### config.mk
export PLATFORM = sky130hd
export DESIGN_NAME = sensor_echo_responder
export DESIGN_NICKNAME = d
export VERILOG_FILES = /design/src/rtl/sensor_echo_responder.sv
export SDC_FILE = /design/constraint.sdc
export NUM_CORES = 1
export LEC_CHECK = 0
export ABC_AREA = 1
export CAP_MARGIN = 20
export CORE_ASPECT_RATIO = 0.6
export CORE_MARGIN = 2
export CORE_UTILIZATION = 60
export DETAILED_ROUTE_END_ITERATION = 8
export DONT_BUFFER_PORTS = 1
export PLACE_DENSITY_LB_ADDON = 0.3
export SLEW_MARGIN = 20
export SYNTH_ARGS = -nofsm -noshare
export SYNTH_HDL_FRONTEND = slang
export SYNTH_SLANG_ARGS = --single-unit
### constraint.sdc
create_clock -name clk -period 4.28 [get_ports clk]
set_clock_uncertainty 0.2 [all_clocks]
set_input_delay 0.214 -clock clk [delete_from_list [all_inputs] [get_ports clk]]
set_output_delay 0.214 -clock clk [all_outputs]
set_load 0.05 [all_outputs]
### src/rtl/sensor_echo_responder.sv
// Ultrasonic ranger emulator: answers an accepted trigger pulse with an echo whose width encodes distance_cm.
// Optional SENSOR_ECHO_STATS_EN adds accepted/ignored trigger counters.
module sensor_echo_responder #(
  parameter int unsigned DIST_W       = 8,
  parameter int unsigned TRIG_MIN_CYC = 1000,
  parameter int unsigned DELAY_CYC    = 25000,
  parameter int unsigned CYC_PER_CM   = 5800,
  parameter int unsigned MAX_CM       = 200,
  parameter int unsigned TIMEOUT_CYC  = 1900000,
  parameter int unsigned HOLDOFF_CYC  = 50000
) (
  input  logic              clk,
  input  logic              reset,
  input  logic              trig_i,
  input  logic [DIST_W-1:0] distance_cm,
  output logic              echo_o,
  output logic              busy_o,
  output logic              trig_ignored_o
`ifdef SENSOR_ECHO_STATS_EN
  ,
  output logic [15:0]       trig_count_o,
  output logic [15:0]       ign_count_o
`endif
);

  localparam int unsigned RANGE_MAX = MAX_CM * CYC_PER_CM;
  localparam int unsigned ECHO_MAX  = (RANGE_MAX > TIMEOUT_CYC) ? RANGE_MAX : TIMEOUT_CYC;
  localparam int unsigned MAX_A     = (ECHO_MAX > DELAY_CYC) ? ECHO_MAX : DELAY_CYC;
  localparam int unsigned MAX_B     = (MAX_A > HOLDOFF_CYC) ? MAX_A : HOLDOFF_CYC;
  localparam int unsigned CNT_MAX   = (MAX_B > TRIG_MIN_CYC) ? MAX_B : TRIG_MIN_CYC;
  localparam int unsigned CNT_W     = $clog2(CNT_MAX + 1);

  typedef enum logic [2:0] {
    IDLE    = 3'd0,
    TRIG    = 3'd1,
    DELAY   = 3'd2,
    ECHO    = 3'd3,
    HOLDOFF = 3'd4
  } state_t;

  state_t              state_q, state_d;
  logic [CNT_W-1:0]    cnt_q, cnt_d;
  logic [DIST_W-1:0]   dist_q, dist_d;
  logic [CNT_W-1:0]    echo_len;
  logic                trig_s1_q, trig_s2_q, trig_s3_q;
  logic [1:0]          warm_q;
  logic                armed_q, armed_d;
  logic                trig_rise;
  logic                echo_q, echo_d;
  logic                busy_q, busy_d;
  logic                ign_q, ign_d;

  // Synchronizer plus warm-up: a rise only counts once a genuine low has been sampled after reset.
  always_ff @(posedge clk or posedge reset) begin
    if (reset) begin
      trig_s1_q <= 1'b0;
      trig_s2_q <= 1'b0;
      trig_s3_q <= 1'b0;
      warm_q    <= 2'b00;
      armed_q   <= 1'b0;
    end else begin
      trig_s1_q <= trig_i;
      trig_s2_q <= trig_s1_q;
      trig_s3_q <= trig_s2_q;
      warm_q    <= {warm_q[0], 1'b1};
      armed_q   <= armed_d;
    end
  end

  assign armed_d   = armed_q | (warm_q[1] & ~trig_s2_q);
  assign trig_rise = armed_q & trig_s2_q & ~trig_s3_q;

  // Echo width from the latched distance; zero or out-of-range reports a timeout.
  always_comb begin
    if ((dist_q == '0) || (32'(dist_q) > MAX_CM)) begin
      echo_len = CNT_W'(TIMEOUT_CYC);
    end else begin
      echo_len = CNT_W'(32'(dist_q) * CYC_PER_CM);
    end
  end

  always_ff @(posedge clk or posedge reset) begin
    if (reset) begin
      state_q <= IDLE;
      cnt_q   <= '0;
      dist_q  <= '0;
      echo_q  <= 1'b0;
      busy_q  <= 1'b0;
      ign_q   <= 1'b0;
    end else begin
      state_q <= state_d;
      cnt_q   <= cnt_d;
      dist_q  <= dist_d;
      echo_q  <= echo_d;
      busy_q  <= busy_d;
      ign_q   <= ign_d;
    end
  end

  always_comb begin
    state_d = state_q;
    cnt_d   = cnt_q;
    dist_d  = dist_q;
    unique case (state_q)
      IDLE: begin
        if (trig_rise) begin
          state_d = TRIG;
          cnt_d   = CNT_W'(1);
        end
      end
      TRIG: begin
        if (!trig_s2_q) begin
          if (cnt_q >= CNT_W'(TRIG_MIN_CYC)) begin
            state_d = DELAY;
            cnt_d   = CNT_W'(DELAY_CYC - 1);
            dist_d  = distance_cm;
          end else begin
            state_d = IDLE;
            cnt_d   = '0;
          end
        end else if (cnt_q < CNT_W'(TRIG_MIN_CYC)) begin
          cnt_d = cnt_q + CNT_W'(1);
        end
      end
      DELAY: begin
        if (cnt_q == '0) begin
          state_d = ECHO;
          cnt_d   = echo_len - CNT_W'(1);
        end else begin
          cnt_d = cnt_q - CNT_W'(1);
        end
      end
      ECHO: begin
        if (cnt_q == '0) begin
          state_d = HOLDOFF;
          cnt_d   = CNT_W'(HOLDOFF_CYC - 1);
        end else begin
          cnt_d = cnt_q - CNT_W'(1);
        end
      end
      HOLDOFF: begin
        if (cnt_q == '0) begin
          state_d = IDLE;
        end else begin
          cnt_d = cnt_q - CNT_W'(1);
        end
      end
      default: begin
        state_d = IDLE;
        cnt_d   = '0;
      end
    endcase

    echo_d = (state_d == ECHO);
    busy_d = (state_d == DELAY) || (state_d == ECHO) || (state_d == HOLDOFF);
    ign_d  = trig_rise &&
             ((state_q == DELAY) || (state_q == ECHO) || (state_q == HOLDOFF));
  end

  assign echo_o         = echo_q;
  assign busy_o         = busy_q;
  assign trig_ignored_o = ign_q;

`ifdef SENSOR_ECHO_STATS_EN
  logic [15:0] trig_cnt_q, ign_cnt_q;

  // Free-running wrap-around counters of accepted and ignored triggers.
  always_ff @(posedge clk or posedge reset) begin
    if (reset) begin
      trig_cnt_q <= '0;
      ign_cnt_q  <= '0;
    end else begin
      if ((state_q == TRIG) && (state_d == DELAY)) begin
        trig_cnt_q <= trig_cnt_q + 16'd1;
      end
      if (ign_d) begin
        ign_cnt_q <= ign_cnt_q + 16'd1;
      end
    end
  end

  assign trig_count_o = trig_cnt_q;
  assign ign_count_o  = ign_cnt_q;
`endif

endmodule
==> insert_results.sql, run 1 <==
INSERT INTO impl_metrics (metric_group, metric, value, unit) VALUES
('job', 'max_cap_violations', '0', ''),
('synthesis', 'ys.warnings.count', '0', ''),
('detailed_routing', 'met2_wirelength', '7.38', 'mm'),
('timing', 'layout_worst_path_cycle_share', '0.974', ''),
('synthesis', 'postSynthRegisterBits', '41', ''),
('synthesis', 'ys_types', '50', ''),
('placed_design', 'place_area', '5580', 'µm²'),
('clocking', 'cts_tree', 'yes', ''),
('detailed_routing', 'route.detailed.wl_per_inst', '17.9', 'µm'),
('critical_path', 'critical_path.endpoint_type', 'register', ''),
('clocking', 'cts.sinks', '41', ''),
('timing', 'max_clock_freq', '240', 'MHz'),
('synthesis', 'synth_area_leaders', 'dfrtp_1 (19%), nand2_1 (15%), ha_1 (12%)', ''),
('detailed_routing', 'detailroute.via_count', '5833', ''),
('floorplanning', 'floorplan.die.width', '127', 'µm'),
('layout', 'drive_gt1_frac', '0.192', ''),
('layout', 'areaGrowthSynthToFinish', '16.8', '%'),
('run_status', 'run_status', 'finished, final reports clean', ''),
('detailed_routing', 'topRoutingLayerUsed', 'met4', ''),
('clocking', 'longest_clk_path_bufs', '2', ''),
('critical_path', 'data_required_time_of_the_worst_path', '4.24', 'ns'),
('critical_path', 'reg2reg_to', 'cnt_q[12]$_DFFE_PP0P_', ''),
('grt', 'first_global_vias', '5190', ''),
('synthesis', 'avgSynthCellArea', '6.60', 'µm²'),
('placed_design', 'finalWeightedCongestion', '0.983', ''),
('placed_design', 'detailedPlace.worstSlack', '-0.146', 'ns'),
('layout', 'nets', '931', ''),
('clocking', 'clkLatencyLatePin', '0.30', 'ns'),
('timing', 'timing.final.hold_violations', '0', ''),
('clocking', 'cts_root_buf', 'clkbuf_16', ''),
('grt', 'groute.usage.overall', '0.331', ''),
('grt', 'grt_pass1_wl', '25.8', 'mm'),
('critical_path', 'worstReg2RegStart', 'dist_q[4]$_DFFE_PP0P_', ''),
('critical_path', 'startpoint_type', 'register', ''),
('timing', 'timing.final.ws_setup', '0.112', 'ns'),
('synthesis', 'synth-main-ff-cell', 'dfrtp_1', ''),
('timing', 'min_period', '4.17', 'ns'),
('floorplanning', 'io_pins', '14', ''),
('layout', 'n_fill_cell', '648', ''),
('floorplanning', 'initial_core_util', '0.627', ''),
('clocking', 'htreeDepth', '2', ''),
('grt', 'grt_overflow_total', '0', ''),
('placed_design', 'io_buffers', '0', ''),
('critical_path', 'arrival', '4.13', 'ns'),
('detailed_routing', 'first_pass_iters', '5', ''),
('grt', 'maximum_number_of_pins_on_one_net_before_global_route_repair', '42', ''),
('detailed_routing', 'm1WireLength', '7.41', 'mm'),
('timing', 'setup-violations-final', '0', ''),
('timing', 'worst_pin_slew', '1.03', 'ns'),
('critical_path', 'type_of_the_setup_path_with_the_least_slack', 'reg -> reg', ''),
('clocking', 'tritoncts.num_buffers', '5', ''),
('placed_design', 'post-dp-hpwl', '12.5', 'mm'),
('critical_path', 'crit_path_start', 'dist_q[4]$_DFFE_PP0P_', ''),
('detailed_routing', 'vias_per_cell', '6.04', ''),
('timing', 'final.hold.worst_slack', '0.158', 'ns'),
('synthesis', 'synth.cell_area', '5420', 'µm²'),
('floorplanning', 'design.die.area', '9840', 'µm²'),
('detailed_routing', 'wl_met3', '2.10', 'mm'),
('critical_path', 'critical_path.max_fanout', '5', ''),
('synthesis', 'synth_fp_nets', '901', ''),
('detailed_routing', 'finalWirelength', '17.2', 'mm'),
('floorplanning', 'rows', '26', ''),
('critical_path', 'timing.reg2reg.setup_slack', '0.11', 'ns'),
('grt', 'grt_antenna_before_repair', '0', ''),
('floorplanning', 'placeable_core_area', '8650', 'µm²'),
('synthesis', 'synth_largest_type_area_fraction', '0.189', ''),
('synthesis', 'synthesis.instances', '822', ''),
('worst_hold_path', 'hold_path_class', 'reg -> reg', ''),
('timing', 'relSlewSlack', '0.309', ''),
('synthesis', 'synth_largest_area_cell', 'dfrtp_1', ''),
('synthesis', 'yosysSeqAreaShare', '0.189', ''),
('critical_path', 'crit_path_end', 'cnt_q[12]$_DFFE_PP0P_', ''),
('layout', 'finish.instance_area', '6330', 'µm²'),
('layout', 'diodes', '0', ''),
('worst_hold_path', 'hold_path.startpoint', 'warm_q[0]$_DFF_PP0_', ''),
('synthesis', 'synth-edff-count', '0', ''),
('clocking', 'worst_setup_hold_path_clk_slew', '0.06', 'ns'),
('synthesis', 'synthArstFlopShare', '1.00', ''),
('detailed_routing', 'drc_violations_left', '0', ''),
('critical_path', 'worst-r2r-cell-count', '18', ''),
('timing', 'final_max_slew_viol_count', '0', ''),
('floorplanning', 'die_span_in_y', '77.6', 'µm'),
('detailed_routing', 'ant_nets', '0', ''),
('detailed_routing', 'dr.first_iter.drc_count', '677', '');
## logic make-up (layout without fill, tap and decap cells)
kind of cell    after synthesis  in the layout  share of synthesized area
compound gates               94             94                     0.0994
xor+xnor                     34             34                     0.0549
fa+ha+maj                    68             68                      0.178
buf+inv                     154            185                      0.116
flops                        41             41                      0.189
other cells                   1              1                   0.000691
simple gates                430            430                      0.362
## Yosys cell counts (all sizes together) (2+ instances only)
master / instances
nand2: 225
inv: 131
nor2: 93
nand3: 69
ha: 53
o21ai: 44
dfrtp: 41
a21oi: 33
xor2: 27
nand4: 23
buf: 16
fa: 15
nor3: 15
xnor2: 7
o211ai: 5
clkbuf: 4
clkinv: 3
nor4: 2
o21a: 2
o22ai: 2
or2: 2
## critical path, stage by stage (launching register included)
cell and delay (ns):
dfrtp_2 0.44, ha_4 0.28, ha_4 0.26, inv_1 0.04, fa_1 0.51, inv_1 0.05
fa_1 0.53, ha_4 0.23, buf_4 0.15, xnor2_2 0.20, nand4_1 0.19, buf_4 0.19
nor2_1 0.13, nand3_1 0.10, xor2_1 0.16, o21ai_0 0.16, nand2_1 0.07, nand2_1 0.06
o21ai_0 0.08
## placed cells by master (no fill, tap or decap), types with 2 or more instances in the layout
master and count:
nor3_1 7, xnor2_1 6, o21ai_1 10, o21a_1 2, inv_1 115, dfrtp_2 5, xor2_1 26, nand3_1 60
dfrtp_1 36, clkbuf_16 5, o22ai_1 2, nand3_2 9, ha_1 38, nor3_4 4, nand2_1 191, clkinvlp_4 2
a21oi_2 3, o211ai_1 5, inv_2 15, buf_4 32, a21oi_4 3, clkinv_4 2, nand2_2 27, nor2_1 71
dlygate4sd3_1 10, nor2_2 14, nor2_4 8, o21ai_0 34, a21oi_1 27, nand2_4 7, fa_1 14, nor3_2 4
ha_4 14, nand4_1 22
## layout make-up
type	count	area, µm²	share of cell area
repair buffers	43	352	0.0555
clock buffers	6	129	0.0203
clock inverters	2	15.0	0.00237
well taps	112	140	0.0221
inverters	134	515	0.0814
multi-input cells	627	4150	0.655
flip-flops and latches	41	1030	0.163
## worst min path at each step
stage | depth (start not counted) | slack, ns | end
3_3_place_gp | 0 | 0.05 | trig_s1_q$_DFF_PP0_
3_5_place_dp | 0 | 0.05 | trig_s1_q$_DFF_PP0_
2_1_floorplan | 0 | 0.05 | trig_s1_q$_DFF_PP0_
4_1_cts | 0 | 0.16 | warm_q[1]$_DFF_PP0_
5_1_grt | 0 | 0.17 | warm_q[1]$_DFF_PP0_
6_report | 0 | 0.16 | warm_q[1]$_DFF_PP0_
## stage by stage
stage | instances | setup TNS (ns) | util
final | 965 | 0 | 0.732
after CTS | 950 | 0 | 0.678
after floorplan | 822 | 0 | -
after global routing | 965 | -0.304 | 0.732
after global placement | 932 | -0.0244 | 0.645
after detailed placement | 932 | -0.679 | 0.645
## per-layer routing
layer,vias to the layer above,GRT usage
met1,2703,0.503
met3,48,0.0669
li1,2682,-
met5,-,0
met4,0,0.0714
met2,400,0.484
## state kept, by name (all words and copies together) (netlist names), 2 cells and up
name / cells
cnt_q: 21
dist_q: 8
state_q: 3
warm_q: 2
## timing repair
action	4_1_cts	5_1_grt
resized for setup	7	86
buffers inserted	0	15
hold endpoints to repair	50	0
setup endpoints to repair	8	9
pin swaps	2	36
hold buffers	10	0
Power of run 1 is not shown: default switching activity piles up to over one toggle a cycle in this logic, so the estimate is an artifact.
==> run 2: changes to the inputs <==
--- a/config.mk
+++ b/config.mk
@@ -13,6 +13,7 @@
 export DETAILED_ROUTE_END_ITERATION = 8
 export DONT_BUFFER_PORTS = 1
 export PLACE_DENSITY_LB_ADDON = 0.3
+export SETUP_SLACK_MARGIN = 0.15
 export SLEW_MARGIN = 20
 export SYNTH_ARGS = -nofsm -noshare
 export SYNTH_HDL_FRONTEND = slang
==> run 2 against run 1 <==
Compared with the run above: final cell count is 0.41% higher; wire length is 4.5% higher; critical endpoint is now cnt_q[20]$_DFFE_PP0P_; sequential share of layout area is 0.63 points lower; critical path type unchanged; first-iteration DRC count is 21% higher.
==> insert_results.sql, run 2 (synthesis gave the netlist of run 1 again) <==
INSERT INTO impl_metrics (metric_group, metric, value, unit) VALUES
('floorplanning', 'initial_core_util', '0.627', ''),
('critical_path', 'worst_path_most_repeated_cell', 'nand2_1', ''),
('detailed_routing', 'drc_violations_left', '0', ''),
('critical_path', 'data_required_time_of_the_worst_path', '4.27', 'ns'),
('detailed_routing', 'ant_nets', '0', ''),
('grt', 'grt_overflow_total', '0', ''),
('clocking', 'tritoncts.num_buffers', '5', ''),
('floorplanning', 'design.die.area', '9840', 'µm²'),
('layout', 'largest_registers', 'cnt_q: 21 flops, dist_q: 8 flops, state_q: 3 flops', ''),
('clocking', 'longest_clk_path_bufs', '2', ''),
('detailed_routing', 'route.detailed.wl_per_inst', '18.6', 'µm'),
('job', 'max_cap_violations', '0', ''),
('grt', 'first_global_vias', '5289', ''),
('timing', 'finalSetupTns', '0', 'ns'),
('layout', 'nets', '935', ''),
('clocking', 'cts.sinks', '41', ''),
('layout', 'finish.instance_area', '6590', 'µm²'),
('timing', 'max_clock_freq', '235', 'MHz'),
('floorplanning', 'rows', '26', ''),
('placed_design', 'place_area', '5620', 'µm²'),
('layout', 'drive_gt1_frac', '0.237', ''),
('critical_path', 'type_of_the_setup_path_with_the_least_slack', 'reg -> reg', ''),
('clocking', 'cts_tree', 'yes', ''),
('worst_hold_path', 'hold_path_class', 'reg -> reg', ''),
('critical_path', 'critical_path.cell_chain', 'ha_4 > buf_4 > nand2_2 > inv_2 > nor2_1 > fa_1 > inv_2 > fa_1 > inv_2 > ha_4 > nand2_4 > nor2_4 > buf_4 > nand3_1 > nand3_1 > nand2_1 > nor2_1 > inv_1 > nand2_1 > nand3_1 > nand2_1 > nand2_1 > nand2_1 > nand2_1', ''),
('timing', 'min_period', '4.25', 'ns'),
('timing', 'final_max_slew_viol_count', '0', ''),
('floorplanning', 'die_span_in_y', '77.6', 'µm'),
('layout', 'most-common-layout-cells', 'nand2_1 (181), inv_1 (109), nor2_1 (68)', ''),
('detailed_routing', 'finalWirelength', '18.0', 'mm'),
('grt', 'groute.usage.overall', '0.343', ''),
('critical_path', 'critical_path.max_fanout', '5', ''),
('detailed_routing', 'dr.first_iter.drc_count', '817', ''),
('placed_design', 'post-dp-hpwl', '12.5', 'mm'),
('layout', 'max_flop_register', 'cnt_q', ''),
('floorplanning', 'io_pins', '14', ''),
('timing', 'relSlewSlack', '0.252', ''),
('timing', 'worst_pin_slew', '1.12', 'ns'),
('critical_path', 'cpLargestDelayFamily', 'adder cells', ''),
('clocking', 'cts_root_buf', 'clkbuf_16', ''),
('layout', 'largest_reg_flops', '21', ''),
('layout', 'most_common_cell_after_layout_fill_and_taps_aside', 'nand2_1', ''),
('critical_path', 'cp_num_buf_inv', '6', ''),
('critical_path', 'arrival', '4.24', 'ns'),
('run_status', 'run_status', 'finished, final reports clean', ''),
('timing', 'layout_worst_path_cycle_share', '0.993', ''),
('critical_path', 'max_stage_delay', '0.60', 'ns'),
('placed_design', 'io_buffers', '0', ''),
('detailed_routing', 'first_pass_iters', '8', ''),
('placed_design', 'finalWeightedCongestion', '0.981', ''),
('critical_path', 'startpoint_type', 'register', ''),
('clocking', 'clkLatencyLatePin', '0.29', 'ns'),
('detailed_routing', 'vias_per_cell', '6.12', ''),
('layout', 'diodes', '0', ''),
('grt', 'grt_antenna_before_repair', '0', ''),
('timing', 'timing.final.hold_violations', '0', ''),
('detailed_routing', 'detailroute.via_count', '5929', ''),
('timing', 'setup-violations-final', '0', ''),
('clocking', 'htreeDepth', '2', ''),
('timing', 'grt_setup_unrepaired', 'true', ''),
('layout', 'areaGrowthSynthToFinish', '21.5', '%'),
('critical_path', 'critical_path.endpoint_type', 'register', ''),
('grt', 'maximum_number_of_pins_on_one_net_before_global_route_repair', '42', ''),
('critical_path', 'slowest_cp_cell', 'fa_1', ''),
('grt', 'grt_pass1_wl', '26.7', 'mm'),
('clocking', 'worst_setup_hold_path_clk_slew', '0.07', 'ns'),
('floorplanning', 'placeable_core_area', '8650', 'µm²'),
('floorplanning', 'floorplan.die.width', '127', 'µm');
[run 2: changes by cell type in the layout (fill, tap and decap cells not counted), sizes merged]
cell      previous run  this run
buf                 33        37
clkbuf               6         5
clkinv               3         4
clkinvlp             2         1
inv                131       132
[run 2: cell type report]
class,instances,area (µm²)
Tap cell,112,140
Timing Repair Buffer,47,389
Clock buffer,5,125
Fill cell,599,2060
Multi-Input combinational cell,627,4360
Sequential cell,41,1030
Inverter,134,518
Clock inverter,3,21.3
[run 2: per-layer routing]
metal,track usage,part of all wire,vias to the layer above
li1,-,-,2698
met1,0.531,0.44,2768
met2,0.492,0.42,405
met3,0.0745,0.12,58
met4,0.0549,0.027,0
met5,0.0321,0,-
[run 2: per-stage QoR]
stage                     instances  setup WS [ns]  hold slack [ns]   util
final                           969         0.0287            0.156  0.762
after CTS                       959          0.150            0.160  0.708
after global placement          937       -0.00731           0.0455  0.650
after floorplan                 822          0.182           0.0454      -
after detailed placement        937        -0.0978           0.0455  0.650
after global routing            969         -0.134            0.164  0.762
[run 2: worst paths after layout]
check	from	endpoint	slack [ns]	depth (start not counted)
max	dist_q[2]$_DFFE_PP0P_	cnt_q[20]$_DFFE_PP0P_	0.03	24
max reg2reg	dist_q[2]$_DFFE_PP0P_	cnt_q[20]$_DFFE_PP0P_	0.03	24
max in group asynchronous	reset	dist_q[5]$_DFFE_PP0P_	3.16	3
min	trig_s1_q$_DFF_PP0_	trig_s2_q$_DFF_PP0_	0.16	0
min reg2reg	trig_s1_q$_DFF_PP0_	trig_s2_q$_DFF_PP0_	0.16	0
min in group asynchronous	reset	cnt_q[1]$_DFFE_PP0P_	0.32	3
[run 2: what timing repair did]
action	4_1_cts	5_1_grt
resized for setup	46	100
endpoints found under the setup margin	10	10
hold endpoints to repair	50	0
buffers inserted	4	10
hold buffers	10	0
pin swaps	16	48
Power of run 2 is left out for the same reason.
==> run 3: changes to the inputs <==
--- a/config.mk
+++ b/config.mk
@@ -13,7 +13,7 @@
 export DETAILED_ROUTE_END_ITERATION = 8
 export DONT_BUFFER_PORTS = 1
 export PLACE_DENSITY_LB_ADDON = 0.3
-export SETUP_SLACK_MARGIN = 0.15
+export SETUP_SLACK_MARGIN = 0.4
 export SLEW_MARGIN = 20
 export SYNTH_ARGS = -nofsm -noshare
 export SYNTH_HDL_FRONTEND = slang
==> run 3 against run 2 <==
Compared with the run above: sequential cell count unchanged; sequential share of layout area up 0.15 points; final area down 0.95%; maximum frequency up 2.1%; worst hold slack worse by 0.0059 ns; core utilization down 0.72 points; register-to-register slack better by 0.09 ns; via count down 1.5%; clock-buffer cell count up 1.
==> insert_results.sql, run 3 (synthesis gave the netlist of run 1 again) <==
INSERT INTO impl_metrics (metric_group, metric, value, unit) VALUES
('layout', 'max_flop_register', 'cnt_q', ''),
('timing', 'finalSetupTns', '0', 'ns'),
('clocking', 'worst_setup_hold_path_clk_slew', '0.07', 'ns'),
('timing', 'relSlewSlack', '0.552', ''),
('worst_hold_path', 'hold_path.startpoint', 'trig_s1_q$_DFF_PP0_', ''),
('placed_design', 'io_buffers', '0', ''),
('critical_path', 'arrival', '4.15', 'ns'),
('timing', 'grt_setup_unrepaired', 'true', ''),
('timing', 'timing.final.hold_violations', '0', ''),
('timing', 'setup-violations-final', '0', ''),
('critical_path', 'slowest_cp_cell', 'fa_1', ''),
('job', 'max_cap_violations', '0', ''),
('detailed_routing', 'detailroute.via_count', '5842', ''),
('critical_path', 'worst_path_most_repeated_cell', 'nand2_1', ''),
('clocking', 'clkLatencyLatePin', '0.30', 'ns'),
('timing', 'final_max_slew_viol_count', '0', ''),
('layout', 'largest_registers', 'cnt_q: 21 flops, dist_q: 8 flops, state_q: 3 flops', ''),
('critical_path', 'type_of_the_setup_path_with_the_least_slack', 'reg -> reg', ''),
('placed_design', 'finalWeightedCongestion', '0.985', ''),
('layout', 'most-common-layout-cells', 'nand2_1 (184), inv_1 (109), nor2_1 (68)', ''),
('floorplanning', 'io_pins', '14', ''),
('floorplanning', 'floorplan.die.width', '127', 'µm'),
('critical_path', 'worst-r2r-cell-count', '24', ''),
('clocking', 'tritoncts.num_buffers', '5', ''),
('critical_path', 'startpoint_type', 'register', ''),
('layout', 'drive_gt1_frac', '0.224', ''),
('floorplanning', 'initial_core_util', '0.627', ''),
('grt', 'maximum_number_of_pins_on_one_net_before_global_route_repair', '42', ''),
('floorplanning', 'rows', '26', ''),
('clocking', 'cts_tree', 'yes', ''),
('layout', 'n_fill_cell', '653', ''),
('placed_design', 'post-place-cells', '924', ''),
('clocking', 'longest_clk_path_bufs', '2', ''),
('run_status', 'run_status', 'finished, final reports clean', ''),
('critical_path', 'data_required_time_of_the_worst_path', '4.27', 'ns'),
('grt', 'first_global_vias', '5478', ''),
('detailed_routing', 'route.detailed.wl_per_inst', '18.1', 'µm'),
('critical_path', 'critical_path.cell_chain', 'ha_4 > ha_4 > inv_2 > fa_1 > inv_1 > fa_1 > ha_4 > nand2_1 > nand2_1 > inv_1 > nand3_2 > nand2_2 > nor2_4 > nand2_2 > nor2_4 > nand2_2 > nor2_4 > nand2_1 > nand2_1 > nand3_1 > nand2_1 > nand2_1 > nand2_1 > nand2_1', ''),
('timing', 'layout_worst_path_cycle_share', '0.973', ''),
('clocking', 'cts_root_buf', 'clkbuf_16', ''),
('layout', 'most_common_cell_after_layout_fill_and_taps_aside', 'nand2_1', ''),
('detailed_routing', 'ant_nets', '0', ''),
('critical_path', 'timing.reg2reg.setup_slack', '0.12', 'ns'),
('placed_design', 'post-dp-hpwl', '12.7', 'mm'),
('layout', 'areaGrowthSynthToFinish', '20.3', '%'),
('placed_design', 'detailedPlace.worstSlack', '-0.0471', 'ns'),
('grt', 'grt_antenna_before_repair', '0', ''),
('grt', 'grt_pass1_wl', '27.4', 'mm'),
('critical_path', 'cp_num_buf_inv', '3', ''),
('worst_hold_path', 'hold_path_depth', '0', ''),
('timing', 'max_clock_freq', '240', 'MHz'),
('critical_path', 'reg2reg_to', 'cnt_q[17]$_DFFE_PP0P_', ''),
('detailed_routing', 'first_pass_iters', '5', ''),
('layout', 'diodes', '0', ''),
('floorplanning', 'placeable_core_area', '8650', 'µm²'),
('timing', 'min_period', '4.16', 'ns'),
('floorplanning', 'die_span_in_y', '77.6', 'µm'),
('grt', 'grt_overflow_total', '0', ''),
('worst_hold_path', 'timing.hold.worst_endpoint', 'trig_s2_q$_DFF_PP0_', ''),
('detailed_routing', 'dr.first_iter.drc_count', '729', ''),
('detailed_routing', 'drc_violations_left', '0', ''),
('clocking', 'htreeDepth', '2', ''),
('layout', 'largest_reg_flops', '21', ''),
('critical_path', 'critical_path.max_fanout', '6', ''),
('timing', 'worst_pin_slew', '0.669', 'ns'),
('critical_path', 'critical_path.endpoint_type', 'register', ''),
('layout', 'fin_util', '0.754', ''),
('layout', 'final_cells', '964', ''),
('timing', 'timing.final.ws_setup', '0.116', 'ns'),
('worst_hold_path', 'hold_path_class', 'reg -> reg', ''),
('critical_path', 'max_stage_delay', '0.49', 'ns'),
('grt', 'groute.usage.overall', '0.355', ''),
('detailed_routing', 'vias_per_cell', '6.06', ''),
('clocking', 'cts.sinks', '41', ''),
('layout', 'nets', '930', ''),
('detailed_routing', 'finalWirelength', '17.5', 'mm'),
('floorplanning', 'design.die.area', '9840', 'µm²'),
('critical_path', 'worstReg2RegStart', 'dist_q[2]$_DFFE_PP0P_', ''),
('critical_path', 'cpLargestDelayFamily', 'adder cells', '');
-- run 3: worst max-delay path by stage --
stage / from / endpoint / slack, ns / depth (start not counted)
2_1_floorplan: dist_q[5]$_DFFE_PP0P_ / cnt_q[18]$_DFFE_PP0P_ / 0.40 / 25
3_5_place_dp: dist_q[7]$_DFFE_PP0P_ / cnt_q[14]$_DFFE_PP0P_ / -0.05 / 19
3_3_place_gp: dist_q[7]$_DFFE_PP0P_ / cnt_q[14]$_DFFE_PP0P_ / 0.07 / 19
6_report: dist_q[2]$_DFFE_PP0P_ / cnt_q[17]$_DFFE_PP0P_ / 0.12 / 24
4_1_cts: dist_q[2]$_DFFE_PP0P_ / cnt_q[17]$_DFFE_PP0P_ / 0.24 / 24
5_1_grt: dist_q[2]$_DFFE_PP0P_ / cnt_q[19]$_DFFE_PP0P_ / -0.10 / 24
-- run 3: what timing repair did --
action	CTS	global route
endpoints found under the setup margin	11	11
resized for setup	83	35
endpoints found under the hold margin	50	0
setup buffers	19	3
pin swaps	51	16
gates cloned	0	0
hold buffers	10	0
-- run 3: per-layer routing --
metal / GRT usage / up-vias / wire [µm]
met3: 0.0717 / 38 / 1840
met1: 0.530 / 2800 / 8040
met4: 0.0714 / 0 / 248
met2: 0.535 / 312 / 7360
li1: - / 2692 / -
met5: 0 / - / 0
-- run 3: final cells by class --
type | instances | area (µm²) | area share
multi-input combinational | 627 | 4350 | 0.666
clock inverter | 2 | 15.0 | 0.00230
clock buffer | 6 | 129 | 0.0197
timing repair buffer | 42 | 348 | 0.0533
sequential | 41 | 1030 | 0.158
tap | 112 | 140 | 0.0215
inverter | 134 | 515 | 0.0790
-- run 3: stage by stage --
| stage | hold slack (ns) | instance area [µm²] |
|---|---|---|
| floorplan | 0.0454 | 5530 |
| finish | 0.150 | 6530 |
| CTS | 0.151 | 6360 |
| global route | 0.156 | 6530 |
| global placement | 0.0455 | 5620 |
| detailed placement | 0.0455 | 5620 |
-- run 3: worst reg2reg max path: stages, from the launching register on --
cell,delay (ns)
dfrtp_1,0.43
ha_4,0.30
ha_4,0.27
inv_2,0.03
fa_1,0.50
inv_1,0.06
fa_1,0.48
ha_4,0.35
nand2_1,0.07
nand2_1,0.11
inv_1,0.08
nand3_2,0.07
nand2_2,0.08
nor2_4,0.11
nand2_2,0.11
nor2_4,0.15
nand2_2,0.11
nor2_4,0.16
nand2_1,0.07
nand2_1,0.05
nand3_1,0.06
nand2_1,0.06
nand2_1,0.05
nand2_1,0.06
nand2_1,0.05
Power of run 3 is left out for the same reason.
